==> config.mk <==
export PLATFORM = sky130hd
export DESIGN_NAME = l1_addr_decode_pipe
export DESIGN_NICKNAME = d
export VERILOG_FILES = /design/src/rtl/l1_addr_decode_pipe.sv
export SDC_FILE = /design/constraint.sdc
export NUM_CORES = 1
export LEC_CHECK = 0
export ABC_AREA = 1
export CAP_MARGIN = 20
export CELL_PAD_IN_SITES_DETAIL_PLACEMENT = 0
export CELL_PAD_IN_SITES_GLOBAL_PLACEMENT = 2
export CORE_MARGIN = 2
export CORE_UTILIZATION = 32
export CTS_CLUSTER_SIZE = 20
export DETAILED_ROUTE_END_ITERATION = 10
export GPL_TIMING_DRIVEN = 0
export PLACE_DENSITY = 0.75
export SYNTH_ARGS = -nofsm -noshare
export SYNTH_HDL_FRONTEND = slang
export SYNTH_SLANG_ARGS = --single-unit
==> constraint.sdc <==
create_clock -name clk -period 5.24 [get_ports clk]
set_input_delay 1.048 -clock clk [delete_from_list [all_inputs] [get_ports clk]]
set_output_delay 1.048 -clock clk [all_outputs]
set_load 0.01 [all_outputs]
==> src/rtl/l1_addr_decode_pipe.sv <==
// l1_addr_decode_pipe: buffered L1 address decoder.
// Sits between the request arbiter and the tag/data SRAM lookup stage.
//
// Each accepted request is split into tag, set index and in-block offset.
// The address arrives either as a full byte address or as a block address.
// The set index can optionally be XOR-hashed with the low tag bits.
// Every entry carries a flag that says whether its set matches the set of
// the previously accepted request.
// Decoded requests sit in a 2-entry skid buffer, so in_ready_o and all
// out_* ports are driven straight from flops.
//
// Ports:
//   clk, rst       clock; asynchronous active-high reset
//   flush_i        synchronous clear of the buffer and the set history
//   in_valid_i     request valid          in_ready_o   buffer can accept
//   addr_i         address (block address in [BA_BITS-1:0] when addr_is_ba_i=1)
//   addr_is_ba_i   1: addr_i carries a block address
//   out_valid_o    decoded request valid  out_ready_i  consumer accepts
//   tag_o, set_o, off_o, same_set_o   fields of the head entry

module l1_addr_decode_pipe #(
  parameter int unsigned XLEN             = 32,
  parameter int unsigned SETIDXBITS       = 5,
  parameter int unsigned BLOCK_OFFSETBITS = 1,
  parameter int unsigned WORD_OFFSETBITS  = 1,
  parameter int unsigned SET_HASH         = 0,
  localparam int unsigned OFFBITS = BLOCK_OFFSETBITS + WORD_OFFSETBITS,
  localparam int unsigned BA_BITS = XLEN - OFFBITS,
  localparam int unsigned TAGBITS = BA_BITS - SETIDXBITS
) (
  input  logic                  clk,
  input  logic                  rst,
  input  logic                  flush_i,
  input  logic                  in_valid_i,
  output logic                  in_ready_o,
  input  logic [XLEN-1:0]       addr_i,
  input  logic                  addr_is_ba_i,
  output logic                  out_valid_o,
  input  logic                  out_ready_i,
  output logic [TAGBITS-1:0]    tag_o,
  output logic [SETIDXBITS-1:0] set_o,
  output logic [OFFBITS-1:0]    off_o,
  output logic                  same_set_o
);

  localparam int unsigned DEPTH  = 2;
  localparam int unsigned CNT_W  = 2;

  // The hash folds tag[SETIDXBITS-1:0] into the set, so the tag must be at least that wide.
  if (SET_HASH != 0 && TAGBITS < SETIDXBITS) begin : g_bad_cfg
    $error("l1_addr_decode_pipe: TAGBITS < SETIDXBITS is illegal with SET_HASH=1");
  end

  // Push-side decode.
  logic [TAGBITS-1:0]    raw_tag;
  logic [SETIDXBITS-1:0] raw_set;
  logic [OFFBITS-1:0]    raw_off;
  logic [SETIDXBITS-1:0] hash_set;
  logic                  new_same;

  always_comb begin
    raw_tag = '0;
    raw_set = '0;
    raw_off = '0;
    if (addr_is_ba_i) begin
      raw_set = addr_i[SETIDXBITS-1:0];
      raw_tag = addr_i[BA_BITS-1:SETIDXBITS];
    end else begin
      raw_off = addr_i[OFFBITS-1:0];
      raw_set = addr_i[OFFBITS+SETIDXBITS-1:OFFBITS];
      raw_tag = addr_i[XLEN-1:OFFBITS+SETIDXBITS];
    end
  end

  if (SET_HASH != 0) begin : g_hash
    assign hash_set = raw_set ^ raw_tag[SETIDXBITS-1:0];
  end else begin : g_direct
    assign hash_set = raw_set;
  end

  // Set of the most recently accepted request.
  logic                  hist_valid;
  logic [SETIDXBITS-1:0] hist_set;

  assign new_same = hist_valid & (hash_set == hist_set);

  // Buffer storage and its control state.
  logic [TAGBITS-1:0]    mem_tag  [DEPTH];
  logic [SETIDXBITS-1:0] mem_set  [DEPTH];
  logic [OFFBITS-1:0]    mem_off  [DEPTH];
  logic                  mem_same [DEPTH];
  logic                  wr_ptr;
  logic                  rd_ptr;
  logic [CNT_W-1:0]      count;

  logic [TAGBITS-1:0]    mem_tag_n  [DEPTH];
  logic [SETIDXBITS-1:0] mem_set_n  [DEPTH];
  logic [OFFBITS-1:0]    mem_off_n  [DEPTH];
  logic                  mem_same_n [DEPTH];
  logic                  wr_ptr_n;
  logic                  rd_ptr_n;
  logic [CNT_W-1:0]      count_n;
  logic [TAGBITS-1:0]    tag_n;
  logic [SETIDXBITS-1:0] set_n;
  logic [OFFBITS-1:0]    off_n;
  logic                  same_n;
  logic                  push;
  logic                  pop;

  // Next buffer state, plus the head entry that will drive the outputs after the edge.
  always_comb begin
    push       = in_valid_i & in_ready_o & ~flush_i;
    pop        = out_valid_o & out_ready_i & ~flush_i;
    mem_tag_n  = mem_tag;
    mem_set_n  = mem_set;
    mem_off_n  = mem_off;
    mem_same_n = mem_same;
    wr_ptr_n   = wr_ptr;
    rd_ptr_n   = rd_ptr;
    count_n    = count + CNT_W'(push) - CNT_W'(pop);
    tag_n      = '0;
    set_n      = '0;
    off_n      = '0;
    same_n     = 1'b0;

    if (push) begin
      mem_tag_n[wr_ptr]  = raw_tag;
      mem_set_n[wr_ptr]  = hash_set;
      mem_off_n[wr_ptr]  = raw_off;
      mem_same_n[wr_ptr] = new_same;
      wr_ptr_n           = ~wr_ptr;
    end
    if (pop) begin
      rd_ptr_n = ~rd_ptr;
    end
    if (flush_i) begin
      wr_ptr_n = 1'b0;
      rd_ptr_n = 1'b0;
      count_n  = '0;
    end

    if (count_n != '0) begin
      tag_n  = mem_tag_n[rd_ptr_n];
      set_n  = mem_set_n[rd_ptr_n];
      off_n  = mem_off_n[rd_ptr_n];
      same_n = mem_same_n[rd_ptr_n];
    end
  end

  // State and output registers.
  always_ff @(posedge clk or posedge rst) begin
    if (rst) begin
      for (int i = 0; i < int'(DEPTH); i++) begin
        mem_tag[i]  <= '0;
        mem_set[i]  <= '0;
        mem_off[i]  <= '0;
        mem_same[i] <= 1'b0;
      end
      wr_ptr      <= 1'b0;
      rd_ptr      <= 1'b0;
      count       <= '0;
      hist_valid  <= 1'b0;
      hist_set    <= '0;
      in_ready_o  <= 1'b1;
      out_valid_o <= 1'b0;
      tag_o       <= '0;
      set_o       <= '0;
      off_o       <= '0;
      same_set_o  <= 1'b0;
    end else begin
      mem_tag     <= mem_tag_n;
      mem_set     <= mem_set_n;
      mem_off     <= mem_off_n;
      mem_same    <= mem_same_n;
      wr_ptr      <= wr_ptr_n;
      rd_ptr      <= rd_ptr_n;
      count       <= count_n;
      in_ready_o  <= (count_n != CNT_W'(DEPTH));
      out_valid_o <= (count_n != '0);
      tag_o       <= tag_n;
      set_o       <= set_n;
      off_o       <= off_n;
      same_set_o  <= same_n;
      if (flush_i) begin
        hist_valid <= 1'b0;
      end else if (push) begin
        hist_valid <= 1'b1;
        hist_set   <= hash_set;
      end
    end
  end

endmodule

==> impl_metrics.ini <==
[status]
status = complete, no violations

[die]
rows = 45
dieArea_sq_mm = 0.0164
die_y_microns = 128
fp.dieW_microns = 128
start_util_pct = 32.6
boundaryPins = 73
core_area_sq_mm = 0.0151

[yosys]
syn_inst = 587
synth_area_leader_cell = dfrtp_1
ys_warn_count = 0
ys_ff_latch = 111
synth_cell_types = 27
netlist_top_cells_area = dfrtp_1 (56%), nand2_1 (18%), nor2_1 (5.9%), o21ai_0 (5.2%), inv_1 (2.4%)
yosysSeqAreaShare_pct = 56.6
synth_fp_nets = 627
syn_avg_cell_area_sq_um = 8.37
syn_area_sq_mm = 0.00491
synth_top_area_share_pct = 56.0

[grt]
antenna_found_initial = 0
grt_overflow = 0
grt_pass1_vias = 4006
track_usage_pct = 17.3
grt_max_degree = 83
grt_pass1_wl_microns = 21400

[finish]
drive_gt1_share_pct = 8.90
final_cell_mix = nand2_1 (237), dfrtp_1 (110), nor2_1 (77)
diodes = 0
final_common_cell = nand2_1
fin_nets = 710
design_area_sq_mm = 0.00620
stdcell_count = 862
fin_util_pct = 41.1
area_growth_pct = 26.3

[pwr]
power_mw = 2.53
p_leak_nw = 3.14
power_density_mw_per_mm2 = 409
vdd_ir_drop_max_mv = 0.150

[drt]
drt_wl_total_microns = 13000
ant_nets = 0
drc_errors = 0
vias = 3864
via_per_inst = 4.48
drt-wirelength-per-cell_microns = 15.0
drtPass1Iterations = 4
drt_iter0_drc = 216

[cts]
cts.repair.resized = 0
cts_tree = built
numClockSinks = 111
cts_hold_buf = 0
clkTransAtPathRegs_ns = 0.07
cts.path.max_buffers = 2
cts_buffers = 9
h-tree-depth = 3
clk-insertion-delay-late_ns = 0.36
root_buffer = clkbuf_16
cts_setup_buffers = 0

[timing]
slew_headroom_pct = 62.9
tns_ns = 0
slew_violations = 0
worst_pin_slew_ns = 0.556
finClkSkew_ns = 0.0165
post-route-min-period_ns = 3.34
rsz0062_at_grt = no
layout_worst_path_cycle_share_pct = 63.7
hold_viol_final = 0
fmax_mhz = 299
hold_ws_ns = 0.467
setup_viol = 0
postLayoutSetupSlackWorst_ns = 1.90

[worst_setup_path]
arrival_ns = 3.60
path_buf_inv = 5
endpoint = tag_o[6]
cp-startpoint = flush_i
critPathTopFamily = buffers and inverters
r2r-start = in_ready_o
worstPathMaxFanout = 10
cp.depth = 11
crit_type = input port to flip-flop
r2r_end = tag_o[6]
cp-end-kind = flip-flop
worst_r2r_path_depth = 11
cp_cell_sequence = clkdlybuf4s50_1 > nor2_4 > inv_4 > ha_1 > inv_1 > ha_1 > inv_1 > o21ai_2 > clkbuf_1 > o21ai_0 > nor2_1
required_ns = 5.50
startpoint_type = input port
regToRegSetupSlack_ns = 2.58
max_stage_delay_ns = 0.56
critical_path.slowest_cell = clkdlybuf4s50_1

[flow_run]
max-cap-violations = 0

[place]
pre_cts_ws_ns = 1.53
dpl_cell_area_sq_mm = 0.00589
portBuffers = 71
place_congestion = 0.766
dp.cells = 847
hpwl_microns = 8860

[min_path]
hold_path_class = flip-flop to flip-flop
-- cell usage after synthesis --
library cell  instances
buf_4                 2
o21ai_0              51
nor2_1               77
clkbuf_1              5
buf_6                10
dfrtp_1             110
o21ai_1              13
inv_2                 1
clkbuf_2              1
nand2_4               2
inv_4                 3
dfstp_2               1
nand2_1             237
o21ai_2               1
inv_1                32
a21oi_1               1
nand3_1              12
nand2_2               3
a31oi_1               2
nor2_2                1
buf_2                12
xnor2_1               1
ha_1                  2
or2_1                 1
nor2_8                1
a31oi_4               3
nor2_4                2
-- sequential cells by signal, indices dropped and copies added, names as in the netlist, 2 cells and up --
name      count
mem_set      10
set_o         5
mem_same      2
mem_off       4
count         2
off_o         2
hist_set      5
tag_o        25
mem_tag      50
-- cell type report --
cell class / instances / area (sq um)
plain buffers: 30 / 211
clock buffers: 9 / 225
clock inverters: 6 / 86.3
fillers: 1579 / 8890
inverters: 36 / 148
multi-input cells: 410 / 1780
flip-flops and latches: 111 / 2780
well taps: 188 / 235
repair buffers: 72 / 738
-- power breakdown --
| part | total (mW) | switching, mW | internal [mW] |
|---|---|---|---|
| sequential | 1.13 | 0.0616 | 1.07 |
| combinational | 0.669 | 0.393 | 0.275 |
| clock | 0.733 | 0.317 | 0.416 |
-- per-layer routing --
layer / vias to the layer above / GRT usage, % / routed length [microns]
li1: 1972 / - / -
met1: 1818 / 23.2 / 6070
met2: 63 / 28.4 / 6290
met3: 11 / 2.71 / 393
met4: 0 / 6.40 / 216
met5: - / 0 / 0
-- how the worst min path moves through the flow --
stage,cells after the start,end,startpoint
finish,2,mem_tag[8],mem_tag[8]
global route,2,mem_tag[9],mem_tag[9]
detailed placement,2,mem_set[4],mem_set[4]
floorplan,2,mem_off[0],mem_off[0]
global placement,2,mem_set[0],mem_set[0]
CTS,2,mem_set[4],mem_set[4]
-- worst register-to-register path: stages (launching register included) --
cell	delay, ns
dfstp_2	0.53
nand2_1	0.12
nor2_4	0.14
inv_4	0.07
ha_1	0.27
inv_1	0.04
ha_1	0.26
inv_1	0.06
o21ai_2	0.32
clkbuf_1	0.44
o21ai_0	0.17
nor2_1	0.18
-- logic make-up (layout without fill, tap and decap cells) --
group	count (synthesis)	in the layout	share of synthesized area [%]
compound gates	71	71	8.35
fa+ha+maj	2	2	0.509
buf+inv	66	153	7.21
simple gates	336	336	27.2
xor+xnor	1	1	0.178
flops	111	111	56.6
Note: power is estimated with default switching activity, not from simulation.
